$ cat src/rtl/range_frame_sender_if.sv
// range_frame_sender_if
// Host-side and burst-side signals of the range frame sender in one bundle.
//   master : the host / test driver. It drives wr_data, wr_valid and send and
//            observes everything else.
//   slave  : the range_frame_sender itself.
// Signals:
//   wr_data/wr_valid/wr_ready : sample load handshake
//   send                      : start playback of the buffered frame
//   data_out/go/finish        : framed burst towards the range finder
//   busy                      : frame in progress (SEND or DONE)
//   exp_valid/exp_range       : expected max - min of the frame just sent
//   error                     : send requested with an empty buffer
interface range_frame_sender_if #(
  parameter int WIDTH = 10
);
  logic [WIDTH-1:0] wr_data;
  logic             wr_valid;
  logic             wr_ready;
  logic             send;
  logic [WIDTH-1:0] data_out;
  logic             go;
  logic             finish;
  logic             busy;
  logic             exp_valid;
  logic [WIDTH-1:0] exp_range;
  logic             error;

  modport master (
    output wr_data, wr_valid, send,
    input  wr_ready, data_out, go, finish, busy, exp_valid, exp_range, error
  );

  modport slave (
    input  wr_data, wr_valid, send,
    output wr_ready, data_out, go, finish, busy, exp_valid, exp_range, error
  );
endinterface

$ cat src/rtl/range_frame_sender.sv
// range_frame_sender
// Buffers up to DEPTH host samples and, on send, plays them out as one framed
// burst (go on the first sample, finish on the last), one sample per cycle.
// The running min/max of the loaded samples yields the expected range, which
// is published with a one-cycle exp_valid pulse after the last sample.
// Ports:
//   clock   : single rising-edge clock
//   reset_n : asynchronous active-low reset
//   bus     : range_frame_sender_if slave modport (see interface header)
// All outputs except wr_ready are registered.
module range_frame_sender #(
  parameter int WIDTH = 10,
  parameter int DEPTH = 8
) (
  input logic                  clock,
  input logic                  reset_n,
  range_frame_sender_if.slave  bus
);

  localparam int AW = $clog2(DEPTH);
  localparam int CW = AW + 1;

  typedef enum logic [1:0] {
    IDLE = 2'd0,
    SEND = 2'd1,
    DONE = 2'd2
  } state_t;

  state_t           state_r;
  logic [CW-1:0]    count_r;
  logic [CW-1:0]    remaining_r;
  logic [AW-1:0]    wr_ptr_r;
  logic [AW-1:0]    rd_ptr_r;
  logic [WIDTH-1:0] min_r;
  logic [WIDTH-1:0] max_r;
  logic [WIDTH-1:0] mem_r [DEPTH];

  logic [WIDTH-1:0] data_out_r;
  logic             go_r;
  logic             finish_r;
  logic             busy_r;
  logic             exp_valid_r;
  logic [WIDTH-1:0] exp_range_r;
  logic             error_r;

  logic             wr_ready_s;
  logic             write_en_s;
  logic [CW-1:0]    count_next_s;
  logic [WIDTH-1:0] min_next_s;
  logic [WIDTH-1:0] max_next_s;
  logic [WIDTH-1:0] first_sample_s;

  assign wr_ready_s    = (state_r == IDLE) && (count_r < CW'(DEPTH));
  assign bus.wr_ready  = wr_ready_s;
  assign bus.data_out  = data_out_r;
  assign bus.go        = go_r;
  assign bus.finish    = finish_r;
  assign bus.busy      = busy_r;
  assign bus.exp_valid = exp_valid_r;
  assign bus.exp_range = exp_range_r;
  assign bus.error     = error_r;

  // Next-state view of the buffer for the current cycle's write (if any).
  always_comb begin
    write_en_s     = bus.wr_valid && wr_ready_s;
    count_next_s   = count_r;
    min_next_s     = min_r;
    max_next_s     = max_r;
    first_sample_s = mem_r[{AW{1'b0}}];
    if (write_en_s) begin
      count_next_s = count_r + CW'(1'b1);
      // The first word of a frame seeds both extremes.
      if (count_r == {CW{1'b0}}) begin
        min_next_s = bus.wr_data;
        max_next_s = bus.wr_data;
      end else begin
        min_next_s = (bus.wr_data < min_r) ? bus.wr_data : min_r;
        max_next_s = (bus.wr_data > max_r) ? bus.wr_data : max_r;
      end
    end else begin
      count_next_s = count_r;
    end
    // A word written in the same cycle as send is not in mem_r yet; when the
    // buffer was empty it is the first sample and must be bypassed.
    if (count_r == {CW{1'b0}}) begin
      first_sample_s = bus.wr_data;
    end else begin
      first_sample_s = mem_r[{AW{1'b0}}];
    end
  end

  // Sample storage; contents need no reset since count_r gates their use.
  always_ff @(posedge clock) begin
    if (write_en_s) begin
      mem_r[wr_ptr_r] <= bus.wr_data;
    end
  end

  // Control FSM with registered burst and status outputs.
  always_ff @(posedge clock or negedge reset_n) begin
    if (!reset_n) begin
      state_r     <= IDLE;
      count_r     <= {CW{1'b0}};
      remaining_r <= {CW{1'b0}};
      wr_ptr_r    <= {AW{1'b0}};
      rd_ptr_r    <= {AW{1'b0}};
      min_r       <= {WIDTH{1'b0}};
      max_r       <= {WIDTH{1'b0}};
      data_out_r  <= {WIDTH{1'b0}};
      go_r        <= 1'b0;
      finish_r    <= 1'b0;
      busy_r      <= 1'b0;
      exp_valid_r <= 1'b0;
      exp_range_r <= {WIDTH{1'b0}};
      error_r     <= 1'b0;
    end else begin
      exp_valid_r <= 1'b0;
      error_r     <= 1'b0;
      case (state_r)
        IDLE: begin
          count_r <= count_next_s;
          min_r   <= min_next_s;
          max_r   <= max_next_s;
          if (write_en_s) begin
            wr_ptr_r <= wr_ptr_r + AW'(1'b1);
          end
          if (bus.send) begin
            if (count_next_s == {CW{1'b0}}) begin
              error_r <= 1'b1;
            end else begin
              state_r     <= SEND;
              data_out_r  <= first_sample_s;
              go_r        <= 1'b1;
              finish_r    <= (count_next_s == CW'(1'b1));
              busy_r      <= 1'b1;
              rd_ptr_r    <= AW'(1'b1);
              remaining_r <= count_next_s;
            end
          end
        end
        SEND: begin
          // remaining_r counts the sample on data_out plus those still to go.
          if (remaining_r == CW'(1'b1)) begin
            state_r     <= DONE;
            data_out_r  <= {WIDTH{1'b0}};
            go_r        <= 1'b0;
            finish_r    <= 1'b0;
            remaining_r <= {CW{1'b0}};
            exp_valid_r <= 1'b1;
            exp_range_r <= max_r - min_r;
          end else begin
            data_out_r  <= mem_r[rd_ptr_r];
            go_r        <= 1'b0;
            finish_r    <= (remaining_r == CW'(2'd2));
            rd_ptr_r    <= rd_ptr_r + AW'(1'b1);
            remaining_r <= remaining_r - CW'(1'b1);
          end
        end
        DONE: begin
          state_r  <= IDLE;
          busy_r   <= 1'b0;
          count_r  <= {CW{1'b0}};
          wr_ptr_r <= {AW{1'b0}};
          rd_ptr_r <= {AW{1'b0}};
          min_r    <= {WIDTH{1'b0}};
          max_r    <= {WIDTH{1'b0}};
        end
        default: begin
          state_r     <= IDLE;
          count_r     <= {CW{1'b0}};
          remaining_r <= {CW{1'b0}};
          wr_ptr_r    <= {AW{1'b0}};
          rd_ptr_r    <= {AW{1'b0}};
          data_out_r  <= {WIDTH{1'b0}};
          go_r        <= 1'b0;
          finish_r    <= 1'b0;
          busy_r      <= 1'b0;
        end
      endcase
    end
  end

endmodule

$ cat src/flat_wrapper.sv
// flat-port wrapper written by rule: the top's interface ports become plain ports
module range_frame_sender_flat 
#(
  parameter int WIDTH = 10,
  parameter int DEPTH = 8
)
  (clock, reset_n, bus_wr_data, bus_wr_valid, bus_send, bus_wr_ready, bus_data_out, bus_go, bus_finish, bus_busy, bus_exp_valid, bus_exp_range, bus_error);
  range_frame_sender_if #(.WIDTH(WIDTH)) bus_i ();
  input logic clock;
  input logic reset_n;
  input wire logic [$bits(bus_i.wr_data)-1:0] bus_wr_data;
  input wire logic [$bits(bus_i.wr_valid)-1:0] bus_wr_valid;
  input wire logic [$bits(bus_i.send)-1:0] bus_send;
  output wire logic [$bits(bus_i.wr_ready)-1:0] bus_wr_ready;
  output wire logic [$bits(bus_i.data_out)-1:0] bus_data_out;
  output wire logic [$bits(bus_i.go)-1:0] bus_go;
  output wire logic [$bits(bus_i.finish)-1:0] bus_finish;
  output wire logic [$bits(bus_i.busy)-1:0] bus_busy;
  output wire logic [$bits(bus_i.exp_valid)-1:0] bus_exp_valid;
  output wire logic [$bits(bus_i.exp_range)-1:0] bus_exp_range;
  output wire logic [$bits(bus_i.error)-1:0] bus_error;
  assign bus_i.wr_data = bus_wr_data;
  assign bus_i.wr_valid = bus_wr_valid;
  assign bus_i.send = bus_send;
  assign bus_wr_ready = bus_i.wr_ready;
  assign bus_data_out = bus_i.data_out;
  assign bus_go = bus_i.go;
  assign bus_finish = bus_i.finish;
  assign bus_busy = bus_i.busy;
  assign bus_exp_valid = bus_i.exp_valid;
  assign bus_exp_range = bus_i.exp_range;
  assign bus_error = bus_i.error;
  range_frame_sender #(.WIDTH(WIDTH), .DEPTH(DEPTH)) u_core (.clock(clock), .reset_n(reset_n), .bus(bus_i));
endmodule
$ cat config.mk
export PLATFORM = sky130hd
export DESIGN_NAME = range_frame_sender_flat
export DESIGN_NICKNAME = d
export VERILOG_FILES = /design/src/rtl/range_frame_sender_if.sv /design/src/rtl/range_frame_sender.sv /design/src/flat_wrapper.sv
export SDC_FILE = /design/constraint.sdc
export NUM_CORES = 1
export LEC_CHECK = 0
export ABC_AREA = 1
export CORE_ASPECT_RATIO = 0.75
export CORE_UTILIZATION = 56
export CTS_CLUSTER_SIZE = 16
export DETAILED_ROUTE_END_ITERATION = 7
export GPL_ROUTABILITY_DRIVEN = 0
export GPL_TIMING_DRIVEN = 0
export PLACE_DENSITY = 0.75
export SYNTH_ARGS = -nofsm -noshare
export SYNTH_HDL_FRONTEND = slang
export SYNTH_SLANG_ARGS = --single-unit
export TNS_END_PERCENT = 1
$ cat constraint.sdc
create_clock -name clock -period 3.2 [get_ports clock]
set_input_delay 0.32 -clock clock [delete_from_list [all_inputs] [get_ports clock]]
set_output_delay 0.32 -clock clock [all_outputs]
set_load 0.01 [all_outputs]
# After elaboration in Yosys (flattened, before gate mapping)
# Memories as Yosys holds them, arrays and structs flattened.
# Index checks and enable logic that the tools add are counted.
[totals]
regBits = 61
ram_bits = 80
input_bits = 14
out_inout_bits = 26
wordCells = 95
mem_count = 1
[memory_table]
columns = ["name", "depth", "word_bits", "read_ports", "rd_ports_with_merged_regs", "wr", "line_no", "text"]
rows = [
  ["u_core.mem_r", 8, 10, 2, 0, 1, "range_frame_sender.sv:36", "logic [WIDTH-1:0] mem_r [DEPTH];"],
]
[classes]
n_addsub = 5
magnitude_cmp = 3
eq_ne = 12
n_mux = 44
bitwise_logic = 2
reduce_logical = 14
[ops]
columns = ["op", "n"]
rows = [
  ["2-to-1 mux 10 bit", 10],
  ["one-hot mux 10 bit (2 select lines)", 2],
  ["one-hot mux 10 bit (3 select lines)", 1],
  ["AND reduction 3 bit", 6],
  ["2-to-1 mux 4 bit", 4],
  ["2-to-1 mux 1 bit", 12],
  ["2-to-1 mux 3 bit", 4],
  ["one-hot mux 3 bit (2 select lines)", 2],
  ["one-hot mux 4 bit (3 select lines)", 1],
  ["greater-than comparator 10 bit", 1],
  ["< comparator 10 bit", 1],
  ["subtractor 10 bit", 1],
  ["equality test 4 x 1 -> 1 bit, second input constant", 2],
  ["logical NOT 4 bit", 2],
  ["one-hot mux 4 bit (2 select lines)", 1],
  ["adder 3 x 1 -> 3 bit, second input constant", 2],
  ["2-to-1 mux 2 bit", 3],
  ["!= test 2 bit, second input constant", 3],
  ["!= test 3 bit, second input constant", 2],
  ["adder 4 x 1 -> 4 bit, second input constant", 1],
  ["equality test 4 x 2 -> 1 bit, second input constant", 1],
  ["< comparator 4 bit, second input constant", 1],
  ["!= test 2 x 1 -> 1 bit, second input constant", 2],
  ["one-hot mux 1 bit (2 select lines)", 2],
  ["other kinds (10)", 13],
]

# Depth between registers and ports, before layout
[depth]
ltp_word = 8
ltp_mapped = 13
mapped_depth_nobuf = 13

# Worst setup path before layout
# OpenSTA, ideal clock, no wires.
[synth_path]
kind = "register to register"
from = "register u_core.state_r[0]"
to = "memory u_core.mem_r[0][0] (enable)"
setup_time_ps = 390
arrival_ps = 1594
t_required_ps = 2810
setup_slack_ps = 1217
stages_incl_launch_ff = 6
path_buffers = 0
synth_period_minus_slack_ps = 1983
path_cell_list = "dfrtp_1 > nor2_4 > nand3_4 > inv_1 > nand2_1 > nor3_1"
[synth_between]
elab_chain_cells = 5
[synth_lines]
columns = ["element", "line_no", "text"]
rows = [
  ["from (decl)", "range_frame_sender.sv:29", "state_t state_r;"],
  ["from (signal assigned)", "range_frame_sender.sv:102", "state_r <= IDLE;"],
  ["from (signal assigned)", "range_frame_sender.sv:131", "state_r <= SEND;"],
  ["from (signal assigned)", "range_frame_sender.sv:144", "state_r <= DONE;"],
  ["logical NOT 2 bit", "range_frame_sender.sv:53", "assign wr_ready_s = (state_r == IDLE) && (count_r < CW'(DEPTH));"],
  ["logical AND 1 bit", "range_frame_sender.sv:53", ""],
  ["logical AND 1 bit", "range_frame_sender.sv:65", "write_en_s = bus.wr_valid && wr_ready_s;"],
  ["2-to-1 mux 1 bit", "range_frame_sender.sv:94", "if (write_en_s) begin"],
  ["2-to-1 mux 1 bit (implied by the code)", "range_frame_sender.sv:95", "mem_r[wr_ptr_r] <= bus.wr_data;"],
  ["to (decl)", "range_frame_sender.sv:36", ""],
]
# Every way passes these cells.

# Worst setup path in the final report
[layout_path]
from = "input bus_wr_data[8]"
to = "register u_core.max_r[0]"
[layout_between]
elab_chain_cells = 3
[layout_lines]
columns = ["element", "line_no", "text"]
rows = [
  ["from (decl)", "flat_wrapper.sv:11", "input wire logic [$bits(bus_i.wr_data)-1:0] bus_wr_data;"],
  ["greater-than comparator 10 bit", "range_frame_sender.sv:78", "max_next_s = (bus.wr_data > max_r) ? bus.wr_data : max_r;"],
  ["!= test 3 bit (no line)", "-", ""],
  ["AND reduction 3 bit (no line)", "-", ""],
  ["to (signal assigned)", "range_frame_sender.sv:108", "max_r <= {WIDTH{1'b0}};"],
  ["to (signal assigned)", "range_frame_sender.sv:123", "max_r <= max_next_s;"],
  ["to (signal assigned)", "range_frame_sender.sv:166", "max_r <= {WIDTH{1'b0}};"],
  ["to (decl)", "range_frame_sender.sv:35", "logic [WIDTH-1:0] max_r;"],
]
# Every way passes these cells.
# A chain may end at the register's enable or synchronous reset.

==> results.txt <==
- The run finished with clean final reports.
* Std cell rows: 35
- Area share of the largest cell type after synthesis: 33.71%
- Net count of the mapped netlist: 830
* DR WL met2: 7876 µm
* Most common cell after layout, fill and taps aside: nand2_1
- Counting I/O delays and the setup requirement, the final critical path takes 2539 ps.
* Pin count of the biggest net entering global routing: 41
- The final route contains 5830 vias.
- Reg2Reg Setup Slack: 720 ps
- Share of the clock period used by the worst path after layout: 79.35%
* Post-synthesis sequential area ratio: 55.14%
- Power Dens Cells: 1060 nW/µm²
* Post-layout worst setup margin: 660.9 ps
- Via count of the first global-routing pass: 5573
- DRT met1 WL: 7543 µm
- Adder and majority cell fraction of the synthesized area: 6.427%
* Global-route total usage across every layer: 28.18%
- Violation count after the first detailed-routing iteration: 561
- In the final layout, the multi-input gates occupy 2783 µm².
* Biggest cell delay along the critical path: 730 ps
- During I/O placement, the number of pins put on the boundary was 40.
* CP Max Fanout: 12
* Average size of a mapped cell: 9.135 µm²
* Placeable core area: 12350 µm²
- Maximum achievable frequency: 393.8 MHz
- Counting flops and latches in the post-synthesis netlist gives 141.
- Top delay family on crit path: buffers and inverters
- Synthesized area: 7126 µm²
- In this run the remaining antenna-violating nets after routing total 0.
* Share of final-layout standard cells stronger than drive strength 1: 6.565%
* Metal3 WL: 1509 µm
- Multiplexer share of the synthesized area: 0%
- In the layout the commonest cells are nand2_1 (176), nor2_1 (102), nand3_1 (81), edfxtp_1 (80), inv_1 (70).
- The final layout contains routed wiring with a total length of 17250 µm.
- Relative to the synthesized area, the layout overhead comes to 17.58%.
* TritonCTS sink count: 141
* Dominant cell type by count on the critical path: nand2_1
- Sequential Area: 3929 µm²
- At the worst endpoint, the required time is 3560 ps.
- # resized after CTS: 0
- Worst path cell trace: clkdlybuf4s50_1 > ha_1 > nand2_1 > nor2_1 > nand3_1 > nand3_1 > nand2_1 > nand2_1 > clkbuf_1 > nand3_1 > nand2_1
- Hold slack final: 403.2 ps
- Measured against its own limit, the worst slew margin works out to 12.56%.
* Cells after Synth: 780
- Peak supply drop: 0.4671 mV
* # Max-Cap Violations: 0
- For this design, the slowest cell found on the critical path is clkdlybuf4s50_1.
- Overall power: 0.008880 W
- The die covers 13180 µm².
- Synth top area cells: edfxtp_1 (34%), dfrtp_1 (21%), nand2_1 (9.3%)
- Initial core utilization: 57.70%
* Number of buffers created by CTS: 17
- Buffers placed on the I/O ports in this run total 39.
- The critical path in this run is classified as in2reg.
- The analysis attributes to cell leakage a power of 3.690 nW.
- Timing analysis after detailed placement gives a worst setup slack of 316.4 ps.
* Cell type with the largest total area after synthesis: edfxtp_1
- Slew of the pin with the lowest slew margin: 1302 ps
- Root cell of the clock tree: clkbuf_16
- Bufs on Longest Clock Path: 2
- After global routing the overflow that remains totals 0.
* Width of the chip: 132.3 µm
* Clock latency on the worst-skew pair: 420 ps
- Number of fill cells: 934
- The H-tree generated during clock tree synthesis spans 4 levels.
* Uppermost layer routed: met4
* Post-synthesis compound-gate area fraction: 8.411%
* Dominant combinational cell family by area after synthesis: simple AND/OR/NAND/NOR gates
- DRT Pass-1 Iters: 5
- Total negative slack for setup checks: 0 ps
- Dividing the detail-routed via count by the number of cells gives 5.721.
* Total count of hold-check failures in the final report: 0
* Parity-gate share of the synthesized area counting xor and xnor cells: 0.9833%
* CTS tree: done
- Ant diodes: 0
* RSZ-0062 raised after global routing: false
- Synthesis instantiated 36 different standard cells from the library.
- The final layout contains 890 nets.
- The first global-routing pass estimated 27990 µm of wire.
* Clock-pin transition on the worst setup and hold timing paths: 60 ps
- Counting both buffers and inverters, the worst setup path holds a total of 2.
- Setup violations remaining at the end of the flow were counted as 0.
* Post-Synth Simple-Gate Area: 23.16%
- Data arrives at the worst endpoint at 2900 ps.
* Max-slew violations: 0
* Crit path capture type: flip-flop
- In this run the worst hold path is classified as in2async.
- CP startpoint kind: input port
- Total number of yosys warnings: 0
- In the final routed layout, each cell accounts on average for 16.93 µm.
- Initial antenna violation count: 0
- Final routed DRC violation total: 0
- Detailed placer's ending HPWL: 12250 µm
- Die Y-Extent: 99.69 µm
* Worst clock skew: 6.058 ps
[power breakdown]
group	leakage, nW	switching, W	internal, W	total, W
Sequential	1.49	0.000314	0.00237	0.00268
Clock	0.307	0.000742	0.00126	0.00201
Combinational	1.89	0.00264	0.00155	0.00419
[registers in the layout, summed over array words and instances (netlist names), 3 cells and up]
name and cells:
u_core.rd_ptr_r 3, u_core.bus.exp_range 10, u_core.max_r 10, u_core.wr_ptr_r 3
u_core.mem_r 80, u_core.min_r 10, u_core.bus.data_out 10, u_core.count_r 4
u_core.remaining_r 4
[final cells by class]
class / count / share of cell area [%]
clock buffer: 27 / 7.019
multi-input combinational: 535 / 33.21
inverter: 76 / 3.405
timing repair buffer: 41 / 4.958
clock inverter: 5 / 0.4331
buffer: 28 / 1.598
tap: 166 / 2.479
sequential: 141 / 46.89
[synthesized netlist by cell type, drive strengths merged]
| cell | instances |
|---|---|
| nand2 | 178 |
| nor2 | 106 |
| nand3 | 84 |
| edfxtp | 80 |
| inv | 75 |
| o21ai | 63 |
| dfrtp | 61 |
| ha | 35 |
| a21oi | 25 |
| clkbuf | 18 |
| nand4 | 11 |
| o211ai | 11 |
| buf | 10 |
| xnor2 | 6 |
| a31oi | 3 |
| nor3 | 3 |
| a21o | 2 |
| o22ai | 2 |
| xor2 | 2 |
| clkinv | 1 |
| fa | 1 |
| nand3b | 1 |
| o21a | 1 |
| o21bai | 1 |
[metal layers]
metal / up-vias / global-route usage, %
li1: 2738 / -
met1: 2815 / 39.10
met3: 38 / 5.963
met2: 239 / 44.00
met4: 0 / 10.88
met5: - / 0
[through the flow]
step | utilization (%) | instances | area, µm²
CTS | 67.80 | 1019 | 8373
detailed placement | 62.66 | 986 | 7739
floorplan | - | 780 | 7126
global route | 67.84 | 1019 | 8378
global placement | 62.54 | 985 | 7724
finish | 67.84 | 1019 | 8378
[worst paths after layout]
path                       cells after the start                     end              start
hold reg to reg                                2         u_core.bus.busy    u_core.bus.busy
setup / recovery                              11         u_core.max_r[0]     bus_wr_data[8]
hold / removal                                 2  u_core.bus.data_out[3]            reset_n
max in group asynchronous                      3         u_core.max_r[9]            reset_n
min in group clock                             2         u_core.bus.busy    u_core.bus.busy
setup reg to reg                               5      u_core.mem_r[0][5]  u_core.state_r[0]
[cells by family (layout without fill, tap and decap cells)]
logic type,Yosys count,in the layout
flops,141,141
buf+inv,104,177
xor+xnor,8,8
simple gates,383,383
compound gates,108,108
fa+ha+maj,36,36
[worst register-to-register path, cell delays in order (launching register included)]
cell and delay [ps]:
dfrtp_1 450, nor2_4 180, nand3_4 130, inv_1 110, nand2_1 180, nor3_1 1040
[repair_timing]
item                                    CTS  global route
hold buffers                              1             0
hold endpoints to repair                 21             0
endpoints found under the setup margin    0             0
setup buffers                             0             0
Power figures use the tool's default switching activity.
